## src/rtl/isp_pkg.sv

```systemverilog
// Shared definitions for the ISP test-pattern source: pattern encodings,
// FSM state encoding and the colour-bar palette.
package isp_pkg;

    // Packed RGB pixel, {R, G, B}
    typedef logic [23:0] rgb_t;

    // pattern_sel encodings
    localparam logic [1:0] PAT_SOLID = 2'd0;
    localparam logic [1:0] PAT_BARS  = 2'd1;
    localparam logic [1:0] PAT_RAMP  = 2'd2;
    localparam logic [1:0] PAT_CHECK = 2'd3;

    // Frame FSM state encoding
    localparam logic [1:0] ST_IDLE   = 2'd0;
    localparam logic [1:0] ST_VBLANK = 2'd1;
    localparam logic [1:0] ST_ACTIVE = 2'd2;

    // Colour bars, left to right: white, yellow, cyan, green, magenta, red, blue, black
    localparam rgb_t BAR_RGB [8] = '{
        24'hFFFFFF, 24'hFFFF00, 24'h00FFFF, 24'h00FF00,
        24'hFF00FF, 24'hFF0000, 24'h0000FF, 24'h000000
    };

endpackage

```

## src/rtl/isp_pattern_pix.sv

```systemverilog
// Combinational pixel colour for the selected test pattern at one pixel position.
module isp_pattern_pix
    import isp_pkg::*;
(
    input  logic [1:0]  pattern_i,
    input  logic [7:0]  x_i,       // active pixel index, low byte
    input  logic        y5_i,      // bit 5 of the active line index
    input  logic [2:0]  bar_i,     // colour-bar index for this pixel
    input  logic [23:0] solid_i,   // {R, G, B}
    output logic [23:0] pix_o      // {R, G, B}
);

    // Select the colour of the current pixel from the latched pattern.
    always_comb begin
        // NOTE: every output of a combinational block gets a default first so no path leaves it unassigned, which would infer a latch.
        pix_o = '0;
        case (pattern_i)
            PAT_SOLID: pix_o = solid_i;
            PAT_BARS:  pix_o = BAR_RGB[bar_i];
            PAT_RAMP:  pix_o = {3{x_i}};
            PAT_CHECK: pix_o = (x_i[5] ^ y5_i) ? 24'h000000 : 24'hFFFFFF;
            default:   pix_o = '0;
        endcase
    end

endmodule

```

## src/rtl/isp_pattern_gen.sv

```systemverilog
// Programmable-timing test-pattern source for the RGB ISP pipeline.
// Frame = V_BLANK blank lines followed by V_ACTIVE active lines, each line
// H_ACTIVE pixels plus H_BLANK blank cycles. All outputs are registered one
// cycle behind the timing FSM so syncs and data stay aligned.
module isp_pattern_gen
    import isp_pkg::*;
#(
    parameter int H_ACTIVE = 1024,
    parameter int H_BLANK  = 64,
    parameter int V_ACTIVE = 1024,
    parameter int V_BLANK  = 8
) (
    input  logic        clk,
    input  logic        reset,
    input  logic        enable,
    input  logic [1:0]  pattern_sel,
    input  logic [7:0]  solid_R,
    input  logic [7:0]  solid_G,
    input  logic [7:0]  solid_B,
    output logic        out_vsync,
    output logic        out_hsync,
    output logic        out_den,
    output logic [7:0]  out_data_R,
    output logic [7:0]  out_data_G,
    output logic [7:0]  out_data_B,
    output logic        frame_done,
    output logic [15:0] frame_cnt,
    output logic        busy
);

    localparam int H_TOTAL = H_ACTIVE + H_BLANK;
    localparam int XW      = $clog2(H_TOTAL);
    localparam int V_MAX   = (V_ACTIVE > V_BLANK) ? V_ACTIVE : V_BLANK;
    localparam int YW      = $clog2(V_MAX + 1);
    localparam int BAR_W   = H_ACTIVE / 8;
    localparam int BW      = (BAR_W > 1) ? $clog2(BAR_W) : 1;

    localparam logic [XW-1:0] X_LAST   = XW'(H_TOTAL - 1);
    localparam logic [XW-1:0] X_ACT    = XW'(H_ACTIVE);
    localparam logic [YW-1:0] VB_LAST  = YW'(V_BLANK - 1);
    localparam logic [YW-1:0] VA_LAST  = YW'(V_ACTIVE - 1);
    localparam logic [YW-1:0] Y_BIT5   = YW'(32);
    localparam logic [BW-1:0] BAR_LAST = BW'(BAR_W - 1);

    logic [1:0]    state_q, state_d;
    logic [XW-1:0] x_q, x_d;
    logic [YW-1:0] y_q, y_d;
    logic [BW-1:0] bar_cnt_q, bar_cnt_d;
    logic [2:0]    bar_idx_q, bar_idx_d;
    logic [1:0]    pat_q;
    logic [23:0]   solid_q;
    logic          latch_cfg;

    logic          out_vsync_q, out_hsync_q, frame_done_q, busy_q;
    logic [23:0]   out_data_q;
    logic [15:0]   frame_cnt_q;

    logic          line_end, active_px, frame_done_d, y5;
    logic [23:0]   pix;

    assign line_end     = (x_q == X_LAST);
    assign active_px    = (state_q == ST_ACTIVE) && (x_q < X_ACT);
    // vsync is still high but the FSM has already left ACTIVE: the frame just ended
    assign frame_done_d = out_vsync_q && (state_q != ST_ACTIVE);
    assign y5           = |(y_q & Y_BIT5);

    // Frame FSM and raster counters; enable is only looked at in IDLE and at end of frame.
    always_comb begin
        state_d   = state_q;
        x_d       = x_q;
        y_d       = y_q;
        latch_cfg = 1'b0;
        case (state_q)
            ST_IDLE: begin
                if (enable) begin
                    state_d   = ST_VBLANK;
                    x_d       = '0;
                    y_d       = '0;
                    latch_cfg = 1'b1;
                end
            end
            ST_VBLANK: begin
                if (!line_end) begin
                    x_d = x_q + XW'(1);
                end else begin
                    x_d = '0;
                    if (y_q == VB_LAST) begin
                        state_d = ST_ACTIVE;
                        y_d     = '0;
                    end else begin
                        y_d = y_q + YW'(1);
                    end
                end
            end
            ST_ACTIVE: begin
                if (!line_end) begin
                    x_d = x_q + XW'(1);
                end else begin
                    x_d = '0;
                    if (y_q == VA_LAST) begin
                        y_d       = '0;
                        state_d   = enable ? ST_VBLANK : ST_IDLE;
                        latch_cfg = enable;
                    end else begin
                        y_d = y_q + YW'(1);
                    end
                end
            end
            default: begin
                state_d = ST_IDLE;
                x_d     = '0;
                y_d     = '0;
            end
        endcase
    end

    // Colour-bar position tracked by a bar-width counter instead of dividing x.
    always_comb begin
        bar_cnt_d = '0;
        bar_idx_d = '0;
        if (active_px) begin
            if (bar_cnt_q == BAR_LAST) begin
                bar_idx_d = bar_idx_q + 3'd1;
            end else begin
                bar_cnt_d = bar_cnt_q + BW'(1);
                bar_idx_d = bar_idx_q;
            end
        end
    end

    // Timing state registers.
    always_ff @(posedge clk or posedge reset) begin
        // NOTE: clocked state uses non-blocking assignments so every register samples pre-edge values regardless of statement order.
        if (reset) begin
            state_q   <= ST_IDLE;
            x_q       <= '0;
            y_q       <= '0;
            bar_cnt_q <= '0;
            bar_idx_q <= '0;
        end else begin
            state_q   <= state_d;
            x_q       <= x_d;
            y_q       <= y_d;
            bar_cnt_q <= bar_cnt_d;
            bar_idx_q <= bar_idx_d;
        end
    end

    // Pattern configuration is frozen at frame start so mid-frame changes wait for the next frame.
    always_ff @(posedge clk or posedge reset) begin
        if (reset) begin
            pat_q   <= PAT_SOLID;
            solid_q <= '0;
        end else if (latch_cfg) begin
            pat_q   <= pattern_sel;
            solid_q <= {solid_R, solid_G, solid_B};
        end
    end

    isp_pattern_pix u_pix (
        .pattern_i (pat_q),
        .x_i       (8'(x_q)),
        .y5_i      (y5),
        .bar_i     (bar_idx_q),
        .solid_i   (solid_q),
        .pix_o     (pix)
    );

    // Output registers: syncs, data and status all derived from the same FSM cycle.
    always_ff @(posedge clk or posedge reset) begin
        if (reset) begin
            out_vsync_q  <= 1'b0;
            out_hsync_q  <= 1'b0;
            out_data_q   <= '0;
            frame_done_q <= 1'b0;
            frame_cnt_q  <= '0;
            busy_q       <= 1'b0;
        end else begin
            out_vsync_q  <= (state_q == ST_ACTIVE);
            out_hsync_q  <= active_px;
            out_data_q   <= active_px ? pix : 24'h0;
            frame_done_q <= frame_done_d;
            busy_q       <= (state_q != ST_IDLE);
            if (frame_done_d) begin
                frame_cnt_q <= frame_cnt_q + 16'd1;
            end
        end
    end

    assign out_vsync  = out_vsync_q;
    assign out_hsync  = out_hsync_q;
    assign out_den    = out_hsync_q;
    assign out_data_R = out_data_q[23:16];
    assign out_data_G = out_data_q[15:8];
    assign out_data_B = out_data_q[7:0];
    assign frame_done = frame_done_q;
    assign frame_cnt  = frame_cnt_q;
    assign busy       = busy_q;

endmodule
```

## config.mk

```make
export PLATFORM = sky130hd
export DESIGN_NAME = isp_pattern_gen
export DESIGN_NICKNAME = d
export VERILOG_FILES = /design/src/rtl/isp_pkg.sv /design/src/rtl/isp_pattern_pix.sv /design/src/rtl/isp_pattern_gen.sv
export SDC_FILE = /design/constraint.sdc
export NUM_CORES = 1
export LEC_CHECK = 0
export BUFFER_PORTS_ARGS = -buffer_cell sky130_fd_sc_hd__buf_2
export CORE_MARGIN = 4
export CORE_UTILIZATION = 56
export DETAILED_ROUTE_END_ITERATION = 7
export PLACE_DENSITY = 0.82
export REMOVE_ABC_BUFFERS = 1
export SLEW_MARGIN = 20
export SYNTH_ARGS = -nofsm -noshare
export SYNTH_HDL_FRONTEND = slang
export SYNTH_SLANG_ARGS = --single-unit
```

## constraint.sdc

```tcl
create_clock -name clk -period 4.2 [get_ports clk]
set_clock_uncertainty 0.2 [all_clocks]
set_input_delay 0.42 -clock clk [delete_from_list [all_inputs] [get_ports clk]]
set_output_delay 0.42 -clock clk [all_outputs]
set_load 0.005 [all_outputs]
```

==> flow_metrics.tcl <==
set metrics [dict create \
    critical_path.max_fanout 26 \
    vias_per_cell 5.72 \
    routed-via-count 3291 \
    hp-class "in -> async" \
    path_clk_slew_ps 100 \
    fin_crit_sh_pct 72.0 \
    grt-ovfl-total 0 \
    die_x_um 99.5 \
    yosys.cell_count.top_type "dfrtp_1" \
    place_hpwl_um 6560 \
    worstPathRequired_ps 4260 \
    ios 74 \
    fp.dieH_um 99.5 \
    crit_path_start "y_q[1]" \
    fin_nets 503 \
    m1WireLength_um 4130 \
    postCtsResizedCells 0 \
    setup_viol 0 \
    ys_seq_area_share_pct 55.5 \
    place.gp.congestion 0.898 \
    end_kind "flop" \
    synth_top_family_by_area "simple AND/OR/NAND/NOR gates" \
    arrival_ps 3090 \
    drc_errors 0 \
    syn_area_sq_mm 0.00469 \
    route.top_layer_used "met4" \
    synth_compound_area_share_pct 12.7 \
    die_area_sq_mm 0.00991 \
    cts_sinks 104 \
    r2r-start "y_q[1]" \
    synth_edf_count 0 \
    met2_length_um 4440 \
    h-tree-depth 3 \
    grt_start_max_net_pins 76 \
    p_per_area_mw_per_mm2 342 \
    ys_types 44 \
    synth.area.top_cells "dfrtp_1 55%, mux2_2 6.7%, o221a_2 5.8%, xnor2_1 3.7%, nand2_1 2.6%" \
    async_reset_ff_share_pct 100 \
    drive_gt1_share_pct 31.9 \
    clk_latency_ps 370 \
    finalWirelength_um 9210 \
    hold_slack_ps 41.9 \
    status "completed" \
    synth_top_area_share_pct 55.5 \
    cts_hold_buf 0 \
    cts_tree "yes" \
    cp_slowest_cell "a21boi_4" \
    crit_chain "ha_1 -> nand4_1 -> nor4_1 -> nand3_1 -> a21boi_4 -> mux2_2" \
    min_period_ps 3030 \
    syn_inst 398 \
    yosys_register_bits 104 \
    cts_buffers 9 \
    cp-start-kind "flop" \
    syn_to_final_growth_pct 13.5 \
    cts_root_buf "clkbuf_8" \
    synth_xor_xnor_area_share_pct 5.60 \
    vdd_drop_max_uv 169 \
    num_antenna_cells 0 \
    wl_met3_um 509 \
    synthSimpleGateAreaFrac_pct 14.0 \
    clock_path_buffers 2 \
    synth_mux_area_share_pct 7.17 \
    synthTopCellsByCount "104 x dfrtp_1, 32 x nand2_1, 28 x mux2_2, 28 x nor2_1, 24 x o221a_2" \
    hold_viol_final 0 \
    synth-adder-area-share_pct 2.40 \
    yosysTopAreaCell "dfrtp_1" \
    antenna_found_initial 0 \
    rsz0062_at_grt "false" \
    postLayoutCellArea_sq_mm 0.00533 \
    max_slew.worst_pin.slew_ps 887 \
    place_area_sq_mm 0.00511 \
    ys.flop_type "dfrtp_1" \
    post_cts_buffers 0 \
    fp-row-count 33 \
    yosysWarnings 0 \
    criticalPathCategory "reg -> reg" \
    core_area_sq_mm 0.00818 \
    dr.pass1.iters 5 \
    power.leakage_nw 2.50 \
    ant_nets 0 \
    max_freq_mhz 331 \
    slew_headroom_pct 40.7 \
    post_synth.cell_area_avg_sq_um 11.8 \
    max_stage_delay_ps 740 \
    grt_use_total_pct 19.6 \
    grt_pass1_vias 3174 \
    maxCapViolCount 0 \
    grt_pass1_wl_um 15500 \
    fin_setup_tns_ps 0 \
    initial_utilization_pct 57.4 \
    slew_viol_final 0 \
    drtIter0Drc 193 \
    port-buffer-count 73 \
    wl_per_cell_um 16.0 \
]
## routing by layer
| layer | GRT usage, % | vias up |
|---|---|---|
| li1 | - | 1556 |
| met5 | 0 | - |
| met3 | 4.84 | 12 |
| met1 | 27.1 | 1629 |
| met2 | 30.7 | 94 |
| met4 | 5.88 | 0 |
## cells in the final DEF (no fill, tap or decap), types with 2 or more instances in the layout
cell	instances
a22o_1	7
nor3_1	3
xor2_1	10
nand4_1	7
and3_1	6
nand2b_1	10
and2_1	2
nor2_1	28
a211o_1	2
inv_1	6
buf_2	73
a21oi_1	6
a21boi_0	7
ha_1	9
o221a_2	24
dfrtp_1	104
inv_6	2
a211oi_1	2
nand2_1	32
nor2b_1	7
buf_4	2
o31ai_1	2
clkbuf_8	10
or2_2	3
and4_1	3
mux2_2	28
o21ai_0	15
or4_1	2
nor4_1	7
xnor2_1	20
nand3_1	13
## state kept, by name, indices dropped and copies added (netlist names)
signal,cells
bar_cnt_q,7
bar_idx_q,3
busy,1
frame_cnt,16
frame_done,1
out_data_q,24
out_den,1
out_vsync,1
pat_q,2
solid_q,24
state_q,2
x_q,11
y_q,11
## final cells by class
cell class | count | area (sq um)
Tap cell | 105 | 131
Fill cell | 622 | 2850
Inverter | 8 | 32.5
Multi-Input combinational cell | 267 | 1970
Sequential cell | 104 | 2600
Timing Repair Buffer | 75 | 380
Clock inverter | 6 | 75.1
Clock buffer | 10 | 138
## worst max-delay path, delay by kind of cell, from the launching register on
family	cells	cell delay, ps
flip-flops	1	380
AND/OR/NAND/NOR	3	910
multiplexers	1	420
AO/OA/AOI/OAI	1	740
adder cells (fa/ha/maj)	1	250
## cell families after synthesis
logic type | Yosys count
XOR/XNOR | 30
AND/OR/NAND/NOR | 127
AO/OA/AOI/OAI | 71
multiplexers | 30
buffers and inverters | 27
adder cells (fa/ha/maj) | 9
flip-flops | 104
## final timing paths
path | to | slack, ps | depth (start not counted)
setup reg to reg | solid_q[5] | 1170 | 6
min in group clk | solid_q[18] | 70 | 2
hold reg to reg | frame_cnt[15] | 290 | 1
hold / removal | out_data_q[8] | 40 | 2
max in group asynchronous | x_q[3] | 2830 | 3
setup / recovery | solid_q[5] | 1170 | 6
## power breakdown
group          internal, mW  switching, mW  leakage (nW)
registers              1.03         0.0151          1.32
logic                0.0597         0.0558          1.08
clock network         0.301          0.352         0.105
## metrics by stage
stage | instances | total power [mW] | setup slack (ps) | utilization [%]
2_1_floorplan | 379 | 1.13 | 848 | -
3_3_place_gp | 559 | 1.18 | 1260 | 62.5
3_5_place_dp | 559 | 1.19 | 1200 | 62.5
4_1_cts | 575 | 1.83 | 1180 | 65.2
5_1_grt | 575 | 1.89 | 1060 | 65.2
6_report | 575 | 1.82 | 1170 | 65.2
(Power assumes the default switching activity.)
